## src/rtl/wb_stage.sv

```systemverilog
// Writeback stage: picks ALU / load / PC+4 result and drives a registered register-file write pulse.
// Optional WB_INSTRET_EN adds a 64-bit retired-instruction counter output (instret).
module wb_stage #(
    parameter int unsigned XLEN    = 32,
    parameter int unsigned RADDR_W = 5
) (
    input  logic               clk,
    input  logic               rst,
    input  logic               in_valid,
    output logic               in_ready,
    input  logic               in_rd_en,
    input  logic [RADDR_W-1:0] in_rd_addr,
    input  logic [1:0]         in_sel,
    input  logic [XLEN-1:0]    in_alu_result,
    input  logic [XLEN-1:0]    in_pc_plus4,
    input  logic [1:0]         in_load_size,
    input  logic               in_load_unsigned,
    input  logic [1:0]         in_addr_lo,
    input  logic               mem_rvalid,
    input  logic [XLEN-1:0]    mem_rdata,
    output logic               rd_we,
    output logic [RADDR_W-1:0] rd_addr,
    output logic [XLEN-1:0]    rd_wdata,
    output logic               err_misalign,
    output logic               err_unexp_rvalid
`ifdef WB_INSTRET_EN
    ,
    output logic [63:0]        instret
`endif
);

    localparam logic [0:0] IDLE      = 1'b0;
    localparam logic [0:0] WAIT_LOAD = 1'b1;

    localparam logic [1:0] SEL_ALU  = 2'b00;
    localparam logic [1:0] SEL_LOAD = 2'b01;
    localparam logic [1:0] SEL_PC4  = 2'b10;
    localparam logic [1:0] SEL_NONE = 2'b11;

    localparam logic [1:0] SZ_BYTE = 2'b00;
    localparam logic [1:0] SZ_HALF = 2'b01;

    logic [0:0]         state_q, state_d;
    logic               ld_rd_en_q, ld_rd_en_d;
    logic [RADDR_W-1:0] ld_rd_addr_q, ld_rd_addr_d;
    logic [1:0]         ld_size_q, ld_size_d;
    logic               ld_unsigned_q, ld_unsigned_d;
    logic [1:0]         ld_addr_lo_q, ld_addr_lo_d;

    logic               rd_we_d;
    logic [RADDR_W-1:0] rd_addr_d;
    logic [XLEN-1:0]    rd_wdata_d;
    logic               err_misalign_d;
    logic               err_unexp_rvalid_d;

    // Lane select plus sign/zero extension of a little-endian load word.
    function automatic logic [XLEN-1:0] extract(input logic [XLEN-1:0] data,
                                                input logic [1:0]      size,
                                                input logic            uns,
                                                input logic [1:0]      lo);
        logic [7:0]  b;
        logic [15:0] h;
        case (lo)
            2'd0:    b = data[7:0];
            2'd1:    b = data[15:8];
            2'd2:    b = data[23:16];
            default: b = data[31:24];
        endcase
        h = lo[1] ? data[31:16] : data[15:0];
        case (size)
            SZ_BYTE: extract = {{(XLEN-8){b[7] & ~uns}}, b};
            SZ_HALF: extract = {{(XLEN-16){h[15] & ~uns}}, h};
            default: extract = data;
        endcase
    endfunction

    assign in_ready = (state_q == IDLE);

    // Next-state and next-output logic.
    always_comb begin
        state_d            = state_q;
        ld_rd_en_d         = ld_rd_en_q;
        ld_rd_addr_d       = ld_rd_addr_q;
        ld_size_d          = ld_size_q;
        ld_unsigned_d      = ld_unsigned_q;
        ld_addr_lo_d       = ld_addr_lo_q;
        rd_we_d            = 1'b0;
        rd_addr_d          = rd_addr;
        rd_wdata_d         = rd_wdata;
        err_misalign_d     = err_misalign;
        err_unexp_rvalid_d = err_unexp_rvalid;
        case (state_q)
            IDLE: begin
                if (mem_rvalid) begin
                    err_unexp_rvalid_d = 1'b1;
                end
                if (in_valid) begin
                    if (in_sel == SEL_LOAD) begin
                        state_d       = WAIT_LOAD;
                        ld_rd_en_d    = in_rd_en;
                        ld_rd_addr_d  = in_rd_addr;
                        ld_size_d     = in_load_size;
                        ld_unsigned_d = in_load_unsigned;
                        ld_addr_lo_d  = in_addr_lo;
                        if (in_load_size == SZ_HALF && in_addr_lo[0]) begin
                            err_misalign_d = 1'b1;
                        end
                    end else begin
                        rd_addr_d  = in_rd_addr;
                        rd_wdata_d = (in_sel == SEL_PC4) ? in_pc_plus4 : in_alu_result;
                        rd_we_d    = in_rd_en && (in_rd_addr != '0) && (in_sel != SEL_NONE);
                    end
                end
            end
            WAIT_LOAD: begin
                if (mem_rvalid) begin
                    state_d    = IDLE;
                    rd_addr_d  = ld_rd_addr_q;
                    rd_wdata_d = extract(mem_rdata, ld_size_q, ld_unsigned_q, ld_addr_lo_q);
                    rd_we_d    = ld_rd_en_q && (ld_rd_addr_q != '0);
                end
            end
            default: state_d = IDLE;
        endcase
    end

    always_ff @(posedge clk) begin
        if (!rst) begin
            state_q          <= IDLE;
            ld_rd_en_q       <= 1'b0;
            ld_rd_addr_q     <= '0;
            ld_size_q        <= '0;
            ld_unsigned_q    <= 1'b0;
            ld_addr_lo_q     <= '0;
            rd_we            <= 1'b0;
            rd_addr          <= '0;
            rd_wdata         <= '0;
            err_misalign     <= 1'b0;
            err_unexp_rvalid <= 1'b0;
        end else begin
            state_q          <= state_d;
            ld_rd_en_q       <= ld_rd_en_d;
            ld_rd_addr_q     <= ld_rd_addr_d;
            ld_size_q        <= ld_size_d;
            ld_unsigned_q    <= ld_unsigned_d;
            ld_addr_lo_q     <= ld_addr_lo_d;
            rd_we            <= rd_we_d;
            rd_addr          <= rd_addr_d;
            rd_wdata         <= rd_wdata_d;
            err_misalign     <= err_misalign_d;
            err_unexp_rvalid <= err_unexp_rvalid_d;
        end
    end

`ifdef WB_INSTRET_EN
    // One count per completed instruction, whether or not it writes.
    logic retire;
    assign retire = ((state_q == IDLE) && in_valid && (in_sel != SEL_LOAD)) ||
                    ((state_q == WAIT_LOAD) && mem_rvalid);

    always_ff @(posedge clk) begin
        if (!rst) begin
            instret <= 64'd0;
        end else if (retire) begin
            instret <= instret + 64'd1;
        end
    end
`endif

endmodule

```

## config.mk

```make
export PLATFORM = sky130hd
export DESIGN_NAME = wb_stage
export DESIGN_NICKNAME = d
export VERILOG_FILES = /design/src/rtl/wb_stage.sv
export SDC_FILE = /design/constraint.sdc
export NUM_CORES = 1
export LEC_CHECK = 0
export BUFFER_PORTS_ARGS = -buffer_cell sky130_fd_sc_hd__buf_2
export CAP_MARGIN = 10
export CORE_MARGIN = 2
export CORE_UTILIZATION = 42
export CTS_CLUSTER_SIZE = 8
export DETAILED_ROUTE_END_ITERATION = 6
export PLACE_DENSITY = 0.73
export REMOVE_ABC_BUFFERS = 1
export SLEW_MARGIN = 20
export SYNTH_ARGS = -nofsm -noshare
export SYNTH_HDL_FRONTEND = slang
export SYNTH_SLANG_ARGS = --single-unit
```

## constraint.sdc

```tcl
create_clock -name clk -period 3.2 [get_ports clk]
set_input_delay 0.32 -clock clk [delete_from_list [all_inputs] [get_ports clk]]
set_output_delay 0.32 -clock clk [all_outputs]
set_load 0.02 [all_outputs]
```

# --- Word level (Yosys, flattened, before mapping) ---
# Cells that the tools add are included.
# W data, S select, Z words.
word_totals:
  ff_bits: 52
  inputBits: 113
  output_inout_bits: 41
  word_cells: 59
op_classes:
  n_eq_ne: 10
  muxes: 22
  bitwise_logic: 4
  reduce_logical: 12
op_table:
  columns: ["op", "count"]
  rows:
  - ["$mux W32", 4]
  - ["$pmux W32 S2", 2]
  - ["$pmux W8 S3", 1]
  - ["$mux W16", 1]
  - ["$mux W8", 2]
  - ["$mux W5", 3]
  - ["$pmux W5 S2", 1]
  - ["$reduce_bool A5 Y1", 2]
  - ["$eq A2 B1 Y1 const B", 4]
  - ["$ne A2 B2 Y1 const B", 4]
  - ["$mux W1", 6]
  - ["$reduce_and A3 Y1", 2]
  - ["$eq A2 B2 Y1 const B", 2]
  - ["$logic_and A1 B1 Y1", 4]
  - ["$logic_not A2 Y1", 2]
  - ["$pmux W1 S2", 2]
  - ["$reduce_and A4 Y1", 1]
  - ["$and A1 B1 Y1", 2]
  - ["$not A1 Y1", 2]
  - ["$reduce_and A2 Y1", 1]

# --- Depth between registers and ports, before layout ---
# Gate-level depths: netlist of the first run.
logic_depth:
  depth_word: 8
  mapped_depth: 7
  mapped_depth_nobuf: 4

# --- Worst setup path before layout of the first run ---
# Ideal clock, no wire load.
synth_path:
  kind: "input-to-reg"
  from: "input in_sel[1]"
  to: "register rd_wdata[19]"
  setup_time_ns: 0.142
  arrival_ns: 1.334
  required_time_ns: 3.058
  setup_slack_ns: 1.724
  stages: 6
  path_buffers: 2
  cell_sequence: "nor2b_1 buf_4 buf_4 mux2_2 o221ai_1 a21oi_1"
synth_via:
  elab_chain_len: 5
  word_cells_on_any_way: 8
  cone_classes: "eq/ne: 3; mux: 4; reduce/logical: 1"
synth_lines:
  columns: ["item", "line_no", "rtl"]
  rows:
  - ["from (decl)", "13", "input logic [1:0] in_sel,"]
  - ["$eq A2 B2 Y1", "110", "rd_wdata_d = (in_sel == SEL_PC4) ? in_pc_plus4 : in_alu_result;"]
  - ["$mux W32", "110", null]
  - ["$mux W32", "98", "if (in_sel == SEL_LOAD) begin"]
  - ["$mux W32", "97", "if (in_valid) begin"]
  - ["$pmux W32 S2", "92", "case (state_q)"]
  - ["to (signal assigned)", "149", "rd_wdata <= rd_wdata_d;"]
  - ["to (decl)", "23", "output logic [XLEN-1:0] rd_wdata,"]
# Parallel ways exist; a longest one is shown, timed or not. The select of a mux whose other input is x is not followed.
# A chain may end at the register's enable or synchronous reset.

# --- Worst setup path in the final report of the first run ---
layout_path:
  from: "register state_q"
  to: "output in_ready"
layout_via:
  elab_chain_len: 1
layout_lines:
  columns: ["item", "line_no", "rtl"]
  rows:
  - ["from (decl)", "43", "logic [0:0] state_q, state_d;"]
  - ["from (signal assigned)", "141", "state_q <= state_d;"]
  - ["$not A1 Y1 (no source line)", null, null]
  - ["to (decl)", "10", "output logic in_ready,"]
# No other way between the ends.

==> results of run 1 <==
metal layers:
metal  global-route usage  vias up  wire, µm
li1                     -     1664         -
met1               0.2832     1608      4139
met2               0.4173      123      5030
met3              0.04437        9       707
met4              0.03856        0        88
met5                    0        -         0
through the flow:
step / power, W / hold slack (ns) / area, µm²
after global placement: 0.001151 / 0.4457 / 3989
after global routing: 0.001747 / 0.2659 / 4118
after detailed placement: 0.001159 / 0.4532 / 3989
final: 0.001669 / 0.2654 / 4118
after CTS: 0.001679 / 0.2640 / 4118
after floorplan: 0.0009718 / 0.4377 / 3065
kinds of logic after synthesis:
logic type / share of synthesized area
AND/OR/NAND/NOR: 0.1674
flip-flops: 0.3188
multiplexers: 0.1107
buffers and inverters: 0.06705
AO/OA/AOI/OAI: 0.3360
cells in the final DEF, fill, tap and decap left out, types with 9 or more instances in the layout:
cell      instances
nand2_1          41
dfxtp_1          52
mux2_2           15
buf_2           153
o221ai_1         16
a21boi_0         12
and2_1           10
nor2b_1          11
a21oi_1          25
mux2i_1          17
nand2b_1          9
o21ai_0          11
cells in the mapped netlist (3+ instances only):
master,instances
clkbuf_1,14
a22oi_1,8
o221a_1,7
dfxtp_1,52
a22o_1,7
buf_6,3
and3b_1,6
a221o_1,8
o211a_1,5
mux2i_1,17
o2111ai_1,7
inv_1,5
nand2b_1,9
a21oi_1,25
o21ai_0,11
buf_4,6
and2_1,10
a21boi_0,12
or3_1,7
nor2b_1,12
a2111oi_0,8
a211o_1,6
buf_2,12
mux2_2,15
a211oi_1,7
nand2_1,41
o221ai_1,16
power breakdown:
group | leakage, nW | internal (W) | switching, W | total [W]
Sequential | 0.428 | 0.000696 | 0.0000380 | 0.000734
Combinational | 1.29 | 0.000183 | 0.000228 | 0.000411
Clock | 0.0642 | 0.000308 | 0.000216 | 0.000524
Total | 1.79 | 0.00119 | 0.000482 | 0.00167
worst paths after layout:
path                     from            end  cells after the start
max                   state_q       in_ready                      2
min          in_load_unsigned  ld_unsigned_q                      3
max reg2reg           state_q   rd_wdata[23]                      4
min reg2reg       rd_wdata[7]    rd_wdata[7]                      2
final cells by class:
| class | instances | area share |
|---|---|---|
| clock inverters | 2 | 0.01459 |
| flip-flops and latches | 52 | 0.2528 |
| multi-input cells | 274 | 0.4889 |
| inverters | 5 | 0.004558 |
| repair buffers | 156 | 0.1914 |
| well taps | 102 | 0.03099 |
| clock buffers | 5 | 0.01671 |
registers in the layout (all words and copies together) (netlist names):
name              count
rd_wdata             32
ld_unsigned_q         1
err_misalign          1
ld_rd_addr_q          5
ld_addr_lo_q          2
rd_addr               5
ld_size_q             2
state_q               1
err_unexp_rvalid      1
rd_we                 1
ld_rd_en_q            1
critical path, cell delays in order, from the launching register on:
cell,delay [ns]
dfxtp_1,0.82
inv_1,0.52
buf_2,0.29
==> flow_metrics.env, run 1 <==
export IMPL_io_buffers=153
export IMPL_status="finished clean"
export IMPL_die_w_um=92.18
export IMPL_drt_total_wl_mm=9.966
export IMPL_clock_sinks=52
export IMPL_power_density_nw_per_um2=405.3
export IMPL_num_rows=32
export IMPL_grt_max_degree=54
export IMPL_vias_per_cell=5.711
export IMPL_area_growth_pct=26.09
export IMPL_drive_above_1_share=0.3785
export IMPL_root_buffer="clkbuf_8"
export IMPL_fillCellCount=748
export IMPL_hpwl_mm=7.552
export IMPL_clockBufferDepth=2
export IMPL_synth_ff_type="dfxtp_1"
export IMPL_antenna_cells=0
export IMPL_p_leak_nw=1.787
export IMPL_clk_pin_slew_worst_paths_ns=0.09
export IMPL_hold_class="input pin to register"
export IMPL_regArea_um2=1041
export IMPL_grt_pass1_wl_mm=15.59
export IMPL_drv_cap=0
export IMPL_syn_inst=368
export IMPL_async_flop_share=0
export IMPL_dp_slack_ns=0.9661
export IMPL_cts_resized=0
export IMPL_rsz0062_at_grt="false"
export IMPL_first_iter_violations=196
export IMPL_grtUsageTotal=0.2291
export IMPL_ys_seq_area_frac=0.3188
export IMPL_finalHoldViolations=0
export IMPL_required_ns=2.88
export IMPL_syn_area_um2=3266
export IMPL_cts_setup_buffers=0
export IMPL_instances_no_fill=596
export IMPL_die_height_um=92.18
export IMPL_die_area_um2=8496
export IMPL_grt_pass1_vias=3186
export IMPL_synth_edf_count=0
export IMPL_finalSetupTns_ns=0
export IMPL_first_pass_iters=4
export IMPL_timing_worst_setup_path_type="register to output port"
export IMPL_drv_slew=0
export IMPL_start_kind="register"
export IMPL_gp_congestion=0.8279
export IMPL_crit_path_end_kind="output port"
export IMPL_htree_levels=2
export IMPL_multi_input_area_um2=2013
export IMPL_ys_ff_latch=52
export IMPL_start_util=0.4270
export IMPL_syn_avg_cell_area_um2=8.874
export IMPL_tightest_slew_ns=0.8662
export IMPL_min_period_over_period=0.7056
export IMPL_crit_arrival_ns=1.94
export IMPL_ys_warnings_count=0
export IMPL_core_um2=7647
export IMPL_numCtsBuffers=5
export IMPL_yosys_cell_types_count=52
export IMPL_placed_cells=589
export IMPL_period_needed_ns=2.258
export IMPL_slew_headroom=0.4225
export IMPL_gr_total_overflow=0
export IMPL_r2r_setup_slack_ns=0.95
export IMPL_post_synth_top_area_cell="dfxtp_1"
export IMPL_fmax_mhz=442.9
export IMPL_yosysTopAreaCellShare=0.3188
export IMPL_fin_skew_ns=0.007624
export IMPL_synthTopCellsByArea="dfxtp_1 (32%), mux2i_1 (5.2%), mux2_2 (5.2%)"
export IMPL_final_setup_viol_count=0
export IMPL_cp_max_fo=20
export IMPL_clk_latency_ns=0.30
export IMPL_io_pins=154
export IMPL_antenna_left=0
export IMPL_vdd_drop_max_uv=228.8
export IMPL_antenna_found_initial=0
export IMPL_final_core_util=0.5384
export IMPL_cts_hold_buffers=0
export IMPL_vias=3404
export IMPL_cts_tree="yes"
export IMPL_nets=607
export IMPL_fin_ws_ns=0.9421
export IMPL_drc=0
export IMPL_wl_per_cell_um=16.72
No activity file was read; power rests on OpenSTA's default activity.
==> run 2: changes to the inputs <==
==> constraint.sdc (replaced) <==
create_clock -name clk -period 2.11 [get_ports clk]
set_input_delay 0.211 -clock clk [delete_from_list [all_inputs] [get_ports clk]]
set_output_delay 0.211 -clock clk [all_outputs]
set_load 0.02 [all_outputs]
==> flow_metrics.env, run 2 (synthesis gave the netlist of run 1 again) <==
export IMPL_status="finished clean"
export IMPL_clockBufferDepth=2
export IMPL_drt_total_wl_mm=10.14
export IMPL_met1_usage=0.2933
export IMPL_numCtsBuffers=5
export IMPL_cts_setup_buffers=0
export IMPL_p_leak_nw=1.821
export IMPL_power_density_nw_per_um2=561.5
export IMPL_first_pass_iters=4
export IMPL_vdd_drop_max_uv=305.5
export IMPL_fmax_mhz=535.6
export IMPL_die_area_um2=8496
export IMPL_clk_latency_ns=0.31
export IMPL_min_period_over_period=0.8849
export IMPL_largest_register_ffs=32
export IMPL_fin_ws_ns=0.2428
export IMPL_first_iter_violations=231
export IMPL_start_util=0.4270
export IMPL_rsz0062_at_grt="false"
export IMPL_clock_sinks=52
export IMPL_antenna_left=0
export IMPL_gr_usage_met3=0.03944
export IMPL_grt_pass1_vias=3333
export IMPL_antenna_found_initial=0
export IMPL_final_setup_viol_count=0
export IMPL_drive_above_1_share=0.3897
export IMPL_vias_per_cell=5.714
export IMPL_timing_worst_setup_path_type="register to register"
export IMPL_cts_resized=0
export IMPL_io_buffers=153
export IMPL_htree_levels=2
export IMPL_grt_max_degree=43
export IMPL_period_needed_ns=1.867
export IMPL_fin_skew_ns=0.006889
export IMPL_io_pins=154
export IMPL_top_register="rd_wdata"
export IMPL_required_ns=2.34
export IMPL_cts_hold_buffers=0
export IMPL_top_regs="rd_wdata x32, ld_rd_addr_q x5, rd_addr x5"
export IMPL_clk_pin_slew_worst_paths_ns=0.10
export IMPL_crit_arrival_ns=2.09
export IMPL_worst_hold_slack_ns=0.1609
export IMPL_gr_total_overflow=0
export IMPL_grt_pass1_wl_mm=16.01
export IMPL_final_cell_mix="buf_2 (153), dfxtp_1 (52), nand2_1 (41)"
export IMPL_drv_slew=0
export IMPL_grtUsageTotal=0.2304
export IMPL_hold_class="input pin to register"
export IMPL_num_rows=32
export IMPL_finalHoldViolations=0
export IMPL_met2_usage=0.4013
export IMPL_final_common_cell="buf_2"
export IMPL_tightest_slew_ns=0.7725
export IMPL_drc=0
export IMPL_start_kind="register"
export IMPL_area_growth_pct=27.43
export IMPL_nets=615
export IMPL_dp_slack_ns=0.2910
export IMPL_die_w_um=92.18
export IMPL_drv_cap=0
export IMPL_antenna_cells=0
export IMPL_die_height_um=92.18
export IMPL_wl_per_cell_um=16.75
export IMPL_crit_path_end_kind="register"
export IMPL_core_um2=7647
export IMPL_hpwl_mm=7.648
export IMPL_slew_headroom=0.4826
export IMPL_cts_tree="yes"
export IMPL_gp_congestion=0.8238
export IMPL_vias=3457
export IMPL_cp_max_fo=15
export IMPL_grt_busiest_layer="met2"
export IMPL_root_buffer="clkbuf_8"
==> run 2: cell types whose count changed in the layout (fill, tap and decap cells not counted), sizes merged <==
cell / previous run / this run
clkinv: 0 / 3
buf: 156 / 164
bufinv: 2 / 0
==> run 2: through the flow <==
step | cells | util | power (W) | setup TNS [ns] | cell area (µm²)
after detailed placement | 597 | 0.5327 | 0.001778 | 0 | 4074
final | 605 | 0.5442 | 0.002337 | 0 | 4161
after floorplan | 331 | - | 0.001474 | -17.34 | 3065
after global routing | 605 | 0.5442 | 0.002446 | 0 | 4161
after global placement | 597 | 0.5327 | 0.001765 | 0 | 4074
after CTS | 605 | 0.5442 | 0.002353 | 0 | 4161
==> run 2: final timing paths <==
path	start	end	slack, ns	cells past startpoint
max	ld_size_q[0]	rd_wdata[4]	0.24	5
min	in_rd_en	ld_rd_en_q	0.16	3
max reg2reg	ld_size_q[0]	rd_wdata[4]	0.24	5
min reg2reg	rd_wdata[7]	rd_wdata[7]	0.46	2
==> run 2: area by class of cell <==
| cell class | instances | area [µm²] |
|---|---|---|
| Clock buffer | 5 | 68.82 |
| Clock inverter | 3 | 18.77 |
| Fill cell | 777 | 3486 |
| Inverter | 5 | 18.77 |
| Multi-Input combinational cell | 274 | 2013 |
| Sequential cell | 52 | 1041 |
| Tap cell | 102 | 127.6 |
| Timing Repair Buffer | 164 | 873.3 |
==> run 2: where the power goes <==
| group | internal, W | switching, W |
|---|---|---|
| clock network | 0.000232 | 0.000347 |
| registers | 0.00106 | 0.0000484 |
| logic | 0.000293 | 0.000360 |
| total | 0.00158 | 0.000756 |
==> run 2: layer usage <==
metal	part of all wire	wire [µm]	vias to the layer above
met5	0	0	-
met4	0.021	217	0
met3	0.074	751	25
met2	0.48	4849	146
met1	0.43	4317	1602
li1	-	-	1684
==> run 2: critical path, cell delays in order (launching register included) <==
cell       delay, ns
dfxtp_1         0.64
buf_4           0.25
and2b_1         0.25
nand3_1         0.23
o2111ai_1       0.16
a211oi_1        0.24
